[src/rtl/cve2_pkg.sv]
// Shared types and constants for the cve2 sleep controller.
package cve2_pkg;

  // Sleep controller FSM encoding
  typedef enum logic [1:0] {
    StOff   = 2'd0,
    StRun   = 2'd1,
    StHold  = 2'd2,
    StSleep = 2'd3
  } sleep_ctrl_state_e;

  // Legal parameter ranges for cve2_sleep_ctrl
  localparam int unsigned NumWakeSrcMin     = 1;
  localparam int unsigned NumWakeSrcMax     = 16;
  localparam int unsigned IdleHoldCyclesMin = 0;
  localparam int unsigned IdleHoldCyclesMax = 255;
  localparam int unsigned SleepCntWidthMin  = 8;
  localparam int unsigned SleepCntWidthMax  = 64;

  // Width of the idle hold counter, sized for IdleHoldCyclesMax
  localparam int unsigned HoldCntWidth = 8;

endpackage

[src/rtl/cve2_clock_gate.sv]
// Latch-based integrated clock gate with scan override.
module cve2_clock_gate (
  input  logic i_clk,
  input  logic i_en,
  input  logic i_test_en,
  output logic o_clk
);

  logic r_en_latch;

  // Capture the enable while the clock is low so o_clk never glitches
  always_latch begin
    if (!i_clk) begin
      r_en_latch = i_en | i_test_en;
    end
  end

  assign o_clk = i_clk & r_en_latch;

endmodule

[src/rtl/cve2_sleep_ctrl.sv]
// Core sleep controller: latches fetch enable, sequences RUN/HOLD/SLEEP
// and gates the core clock. Optional sleep cycle counter is built when
// the macro CVE2_SLEEP_CNT_EN is defined; otherwise sleep_cycles_o is 0.
module cve2_sleep_ctrl
  import cve2_pkg::*;
#(
  parameter int unsigned NumWakeSrc     = 4,
  parameter int unsigned IdleHoldCycles = 4,
  parameter int unsigned SleepCntWidth  = 32
) (
  input  logic                     clk_i,
  input  logic                     rst_ni,
  input  logic                     test_en_i,
  input  logic                     fetch_enable_i,
  input  logic                     core_busy_i,
  input  logic                     irq_pending_i,
  input  logic                     irq_nm_i,
  input  logic                     debug_req_i,
  input  logic [NumWakeSrc-1:0]    wake_i,
  input  logic [NumWakeSrc-1:0]    wake_mask_i,
  input  logic                     sleep_cnt_clr_i,
  output logic                     clk_o,
  output logic                     fetch_enable_o,
  output logic                     core_sleep_o,
  output logic [SleepCntWidth-1:0] sleep_cycles_o
);

  // Value loaded into the hold counter on entering HOLD; the counter then
  // runs down to zero so HOLD lasts exactly IdleHoldCycles cycles.
  localparam logic [HoldCntWidth-1:0] HoldLoad =
      (IdleHoldCycles > 0) ? HoldCntWidth'(IdleHoldCycles - 1) : '0;
  localparam bit HoldEn = (IdleHoldCycles > 0);

  sleep_ctrl_state_e       r_state;
  sleep_ctrl_state_e       w_state_next;
  logic [HoldCntWidth-1:0] r_hold_cnt;
  logic [HoldCntWidth-1:0] w_hold_cnt_next;
  logic                    r_fetch_en;
  logic                    w_wake;
  logic                    w_idle;
  logic                    w_clk_en;

  assign w_wake = debug_req_i | irq_pending_i | irq_nm_i | (|(wake_i & wake_mask_i));
  assign w_idle = ~core_busy_i & ~w_wake;

  // Sticky fetch enable; only reset clears it
  always_ff @(posedge clk_i or negedge rst_ni) begin
    if (!rst_ni) begin
      r_fetch_en <= 1'b0;
    end else if (fetch_enable_i) begin
      r_fetch_en <= 1'b1;
    end
  end

  assign fetch_enable_o = r_fetch_en;

  // Next-state and hold counter logic
  always_comb begin
    w_state_next    = r_state;
    w_hold_cnt_next = r_hold_cnt;
    unique case (r_state)
      StOff: begin
        if (r_fetch_en) begin
          w_state_next = StRun;
        end
      end
      StRun: begin
        if (w_idle) begin
          if (HoldEn) begin
            w_state_next    = StHold;
            w_hold_cnt_next = HoldLoad;
          end else begin
            w_state_next = StSleep;
          end
        end
      end
      StHold: begin
        // Activity always wins over the countdown
        if (!w_idle) begin
          w_state_next = StRun;
        end else if (r_hold_cnt == '0) begin
          w_state_next = StSleep;
        end else begin
          w_hold_cnt_next = r_hold_cnt - 1'b1;
        end
      end
      StSleep: begin
        if (w_wake || core_busy_i) begin
          w_state_next = StRun;
        end
      end
      default: begin
        w_state_next = StOff;
      end
    endcase
  end

  // FSM state and hold counter registers
  always_ff @(posedge clk_i or negedge rst_ni) begin
    if (!rst_ni) begin
      r_state    <= StOff;
      r_hold_cnt <= '0;
    end else begin
      r_state    <= w_state_next;
      r_hold_cnt <= w_hold_cnt_next;
    end
  end

  // Wake opens the gate combinationally so the core sees the edge that
  // ends the wake cycle (zero-cycle wake latency).
  always_comb begin
    w_clk_en = (r_state == StRun) || (r_state == StHold) || ((r_state == StSleep) && w_wake);
  end

  assign core_sleep_o = (r_state == StSleep) & ~w_wake;

  cve2_clock_gate u_clock_gate (
    .i_clk     (clk_i),
    .i_en      (w_clk_en),
    .i_test_en (test_en_i),
    .o_clk     (clk_o)
  );

`ifdef CVE2_SLEEP_CNT_EN
  logic [SleepCntWidth-1:0] r_sleep_cnt;

  // Saturating count of cycles spent in SLEEP; clear has priority
  always_ff @(posedge clk_i or negedge rst_ni) begin
    if (!rst_ni) begin
      r_sleep_cnt <= '0;
    end else if (sleep_cnt_clr_i) begin
      r_sleep_cnt <= '0;
    end else if ((r_state == StSleep) && !(&r_sleep_cnt)) begin
      r_sleep_cnt <= r_sleep_cnt + 1'b1;
    end
  end

  assign sleep_cycles_o = r_sleep_cnt;
`else
  logic w_unused_sleep_cnt_clr;

  assign w_unused_sleep_cnt_clr = sleep_cnt_clr_i;
  assign sleep_cycles_o         = '0;
`endif

endmodule

[config.mk]
export PLATFORM = sky130hd
export DESIGN_NAME = cve2_sleep_ctrl
export DESIGN_NICKNAME = d
export VERILOG_FILES = /design/src/rtl/cve2_pkg.sv /design/src/rtl/cve2_clock_gate.sv /design/src/rtl/cve2_sleep_ctrl.sv
export SDC_FILE = /design/constraint.sdc
export NUM_CORES = 1
export LEC_CHECK = 0
export ABC_AREA = 0
export BUFFER_PORTS_ARGS = -buffer_cell sky130_fd_sc_hd__buf_2
export CAP_MARGIN = 20
export CORE_MARGIN = 2
export CORE_UTILIZATION = 45
export DETAILED_ROUTE_END_ITERATION = 10
export PLACE_DENSITY = 0.79
export SYNTH_ARGS = -nofsm -noshare
export SYNTH_HDL_FRONTEND = slang
export SYNTH_SLANG_ARGS = --single-unit
[constraint.sdc]
create_clock -name clk_i -period 2.05 [get_ports clk_i]
set_input_delay 0.3075 -clock clk_i [delete_from_list [all_inputs] [get_ports clk_i]]
set_output_delay 0.3075 -clock clk_i [all_outputs]
set_load 0.05 [all_outputs]
======== Yosys cells after proc, flatten, opt, wreduce, memory -nomap -nowiden ========
Cells that the tools add are included.
cells by class
  add/subtract/negate cells ............... 1
  equal/unequal tests ..................... 9
  mux-type cells .......................... 11
  bitwise operators ....................... 10
  reductions and logical operators ........ 10
operator list
  operator                                           count
  2-to-1 mux 8 bit                                   3
  case mux 8 bit (2 select lines)                    1
  2-to-1 mux 2 bit                                   5
  != test 2 bit (second input constant)              5
  zero test 8 bit                                    1
  case mux 2 bit (4 select lines)                    1
  AND reduction 4 bit                                2
  subtractor 8 x 1 -> 8 bit (second input constant)  1
  bitwise AND 4 bit                                  1
  == test 2 bit (second input constant)              2
  OR 1 bit                                           4
  OR reduction 4 bit                                 1
  bitwise AND 1 bit                                  3
  logical OR 1 bit                                   3
  != test 3 bit (second input constant)              1
  == test 2 x 1 -> 1 bit (second input constant)     1
  zero test 2 bit                                    1
  inverter 1 bit                                     2
  nonzero test 2 bit                                 1
  logical AND 1 bit                                  1
  2-to-1 mux 1 bit                                   1
storage, ports and cells
  register bits after elaboration ......... 11
  bits in latches ......................... 1
  input bits .............................. 17
  output and inout bits ................... 35
  logic and storage cells ................. 45

======== Logic depth before layout (Yosys ltp) ========
  depth after elaboration ................. 7
  gate-level depth with buffers ........... 7
  mapped depth without buffers ............ 7

======== Hierarchy ========
Synthesis repeated with hierarchy kept, for this count alone.
second synthesis, totals
  cell total of the unflattened synthesis .. 121
  area total of the unflattened synthesis .. 1052.3 µm²
by module, submodules not included
  module           times used  cells each  area an instance (µm²)  sequential area each (µm²)
  cve2_sleep_ctrl  1           118         1024.7                  275.3
  cve2_clock_gate  1           3           27.5                    0.0

==> metrics.md <==
| Metric | Value |
|---|---|
| Outcome | `finished, violations left` |
| Failing checks | `setup timing` |
| Final Instance Area | `0.001157 sq mm` |
| Post-Syn Area | `0.001049 sq mm` |
| CP Launch Point | `u_clock_gate.r_en_latch$_DLATCH_N_` |
| Worst Path Class, Setup | `latch -> out` |
| Worst hold path class | `in -> reg` |
| Pin count of the biggest net entering global routing | `12` |
| Worst r2r src | `r_state[0]$_DFFE_PN0P_` |
| Met3 wire length | `147 um` |
| Row cnt | `17` |
| Hold Vio Cnt, Final | `0` |
| Share of layout cells above drive strength 1 | `26.06%` |
| Max Used Layer | `met4` |
| DRC violations left | `0` |
| Clock Pin Slew Worst Setup and Hold Paths | `0.08 ns` |
| PnR worst setup slack | `-0.3394 ns` |
| Wl on met1 | `782 um` |
| Fillers | `220` |
| 1st-iter DRT viols | `11` |
| Die width | `52.27 um` |
| Number of global-route vias before repair | `718` |
| Synth warn | `0` |
| Slowest Stage Delay on Critical Path | `0.39 ns` |
| Multi-input combinational cell area | `603.1 sq um` |
| Placed inst area | `0.001077 sq mm` |
| Setup violators final | `2` |
| VDD IR-drop max | `0.0007182 V` |
| Critical path fanouts, max | `1` |
| Nets | `167` |
| Post-DRT Antenna Nets | `0` |
| Final WL | `1846 um` |
| Clk Latency, worst-skew pair | `0.38 ns` |
| Placed cells | `162` |
| RSZ-0062 raised after global routing | `true` |
| DR pass1 iterations | `4` |
| DR WL met2 | `888 um` |
| HP Start | `fetch_enable_i` |
| Die ar. | `0.002732 sq mm` |
| CP cell instances | `and2_4 > buf_8` |
| Slowest CP cell | `dlxtn_1` |
| Io pins | `52` |
| Input/output buffers | `18` |
| Routed vias | `803` |
| RePlAce Congestion | `0.7570` |
| Gr usage total | `14.19%` |
| Initial Util | `47.40%` |
| HPWL after DPL | `1446 um` |
| CP endpoint kind | `output port` |
| Finished Layout Cells | `170` |
| Mapped Cells | `113` |
| First-pass GRT wire length | `2801 um` |
| Syn_area_per_cell | `9.279 sq um` |
| Library cells used by synthesis | `36` |
| Clk_skew | `0.0009940 ns` |
| Storage cell area | `290.3 sq um` |
| CP required | `1.74 ns` |
| Diode count | `0` |
| Routed length per placed instance | `10.86 um` |
| Syn-to-layout area delta | `10.38%` |
| Core ar. | `0.002212 sq mm` |
| Die Y | `52.27 um` |
| Critical Path Source Type | `latch` |
| Routed vias/inst | `4.724` |
| Max Cap Violations | `0` |
| Total grt overflow | `0` |
| Total Power | `1.353 mW` |
| Number of synthesized register bits | `12` |
| CTS tree | `built` |
| CP top delay family | `latches` |
| Post-CTS setup buffer count | `0` |
| Slew Viols, Final | `0` |
| Arrival @ worst endpoint | `2.08 ns` |
| Pwr/cell area | `1169 mW/mm^2` |
| Initial antenna violation count | `0` |
| Buf/Inv on CP | `1` |
| Leak | `0.5785 nW` |
[final timing paths]
check                                                          end  slack (ns)  cells past startpoint
worst max-delay path                                         clk_o       -0.34                      2
worst min-delay path                    fetch_enable_o$_DFFE_PN0P_        0.10                      2
worst max register to register  u_clock_gate.r_en_latch$_DLATCH_N_           0                      3
worst min register to register          fetch_enable_o$_DFFE_PN0P_        0.49                      1
max in group asynchronous                   r_state[1]$_DFFE_PN0P_        1.52                      2
min in group asynchronous                r_hold_cnt[1]$_DFFE_PN0P_        0.32                      2
[cells in the mapped netlist, drive strengths merged]
cell     number  area (sq um)
buf          33         251.5
dfrtp        11         275.3
ha            7         87.58
inv           6         22.52
o21ai         6         30.02
a21boi        5         37.54
nand3         5         25.02
or3           4         25.02
and2          3         18.77
nor2          3         11.26
a211oi        2         20.02
a2bb2oi       2         17.52
mux2i         2         20.02
nand2         2         7.510
nand4         2         33.78
o31ai         2         15.01
or2           2         12.51
or4           2         15.01
a211o         1         8.760
a21oi         1         5.000
a221oi        1         15.01
a22o          1         8.760
and4b         1         10.01
conb          1         3.750
dlxtn         1         15.01
nand2b        1         6.260
nand4b        1         8.760
nor3b         1         7.510
nor4          1         6.260
o41ai         1         8.760
or4b          1         10.01
xnor2         1         8.760
[cell type report]
cell class	count	share of cell area, %
multi-input cells	93	52.11
inverters	6	1.946
clock buffers	8	6.378
well taps	28	3.027
flip-flops and latches	12	25.08
repair buffers	23	11.46
[placed cells by master (no fill, tap or decap), drive strengths merged, types with 2 or more instances in the layout]
cell type / instances
a21boi: 5
inv: 6
nand2: 2
o21ai: 6
buf: 23
and2: 3
a2bb2oi: 2
or2: 2
nand4: 2
clkbuf: 7
a211oi: 2
mux2i: 2
o31ai: 2
or3: 4
or4: 2
ha: 7
nor2: 3
nand3: 5
dfrtp: 11
conb: 32
[through the flow]
| stage | hold slack (ns) | TNS [ns] | utilization, % | setup WS (ns) |
|---|---|---|---|---|
| detailed placement | 0.1918 | -0.003819 | 48.70 | -0.003819 |
| CTS | 0.09961 | -0.3488 | 52.32 | -0.3488 |
| global placement | 0.1862 | -0.003858 | 48.70 | -0.003858 |
| finish | 0.1046 | -0.3394 | 52.32 | -0.3394 |
| global route | 0.08831 | -0.3842 | 52.32 | -0.3842 |
| floorplan | 0.01191 | 0 | - | 0.03349 |
[what timing repair did]
item,CTS,global route
gates resized for setup,4,0
hold buffers,1,0
endpoints found under the hold margin,11,0
setup endpoints to repair,2,2
[routing by layer]
layer	global-route usage, %	vias to the layer above
met1	14.39	370
met4	6.838	0
met5	0	-
li1	-	394
met3	6.286	5
met2	24.68	34
[kinds of logic (layout without fill, tap and decap cells)]
logic type,Yosys count,count (layout),share of synthesized area [%]
AND/OR/NAND/NOR,29,29,18.85
XOR/XNOR,1,1,0.8355
buffers and inverters,39,37,26.13
other,1,32,0.3577
latches,1,1,1.432
AO/OA/AOI/OAI,22,22,15.87
adder cells (fa/ha/maj),7,7,8.353
flip-flops,11,11,26.25
multiplexers,2,2,1.909
[power breakdown]
part | internal (mW) | switching [mW] | leakage, nW
clock | 0.246 | 0.187 | 0.0468
sequential | 0.318 | 0.0971 | 0.146
combinational | 0.171 | 0.335 | 0.386
[worst reg2reg max path, cell delays in order, from the launching register on]
cell	delay, ns
dfrtp_1	0.41
inv_1	0.09
ha_1	0.33
a211o_1	0.23
[flip-flops by register name (all words and copies together), names as in the netlist]
name / count
u_clock_gate.r_en_latch: 1
fetch_enable_o: 1
r_hold_cnt: 8
r_state: 2
Power figures use the tool's default switching activity.
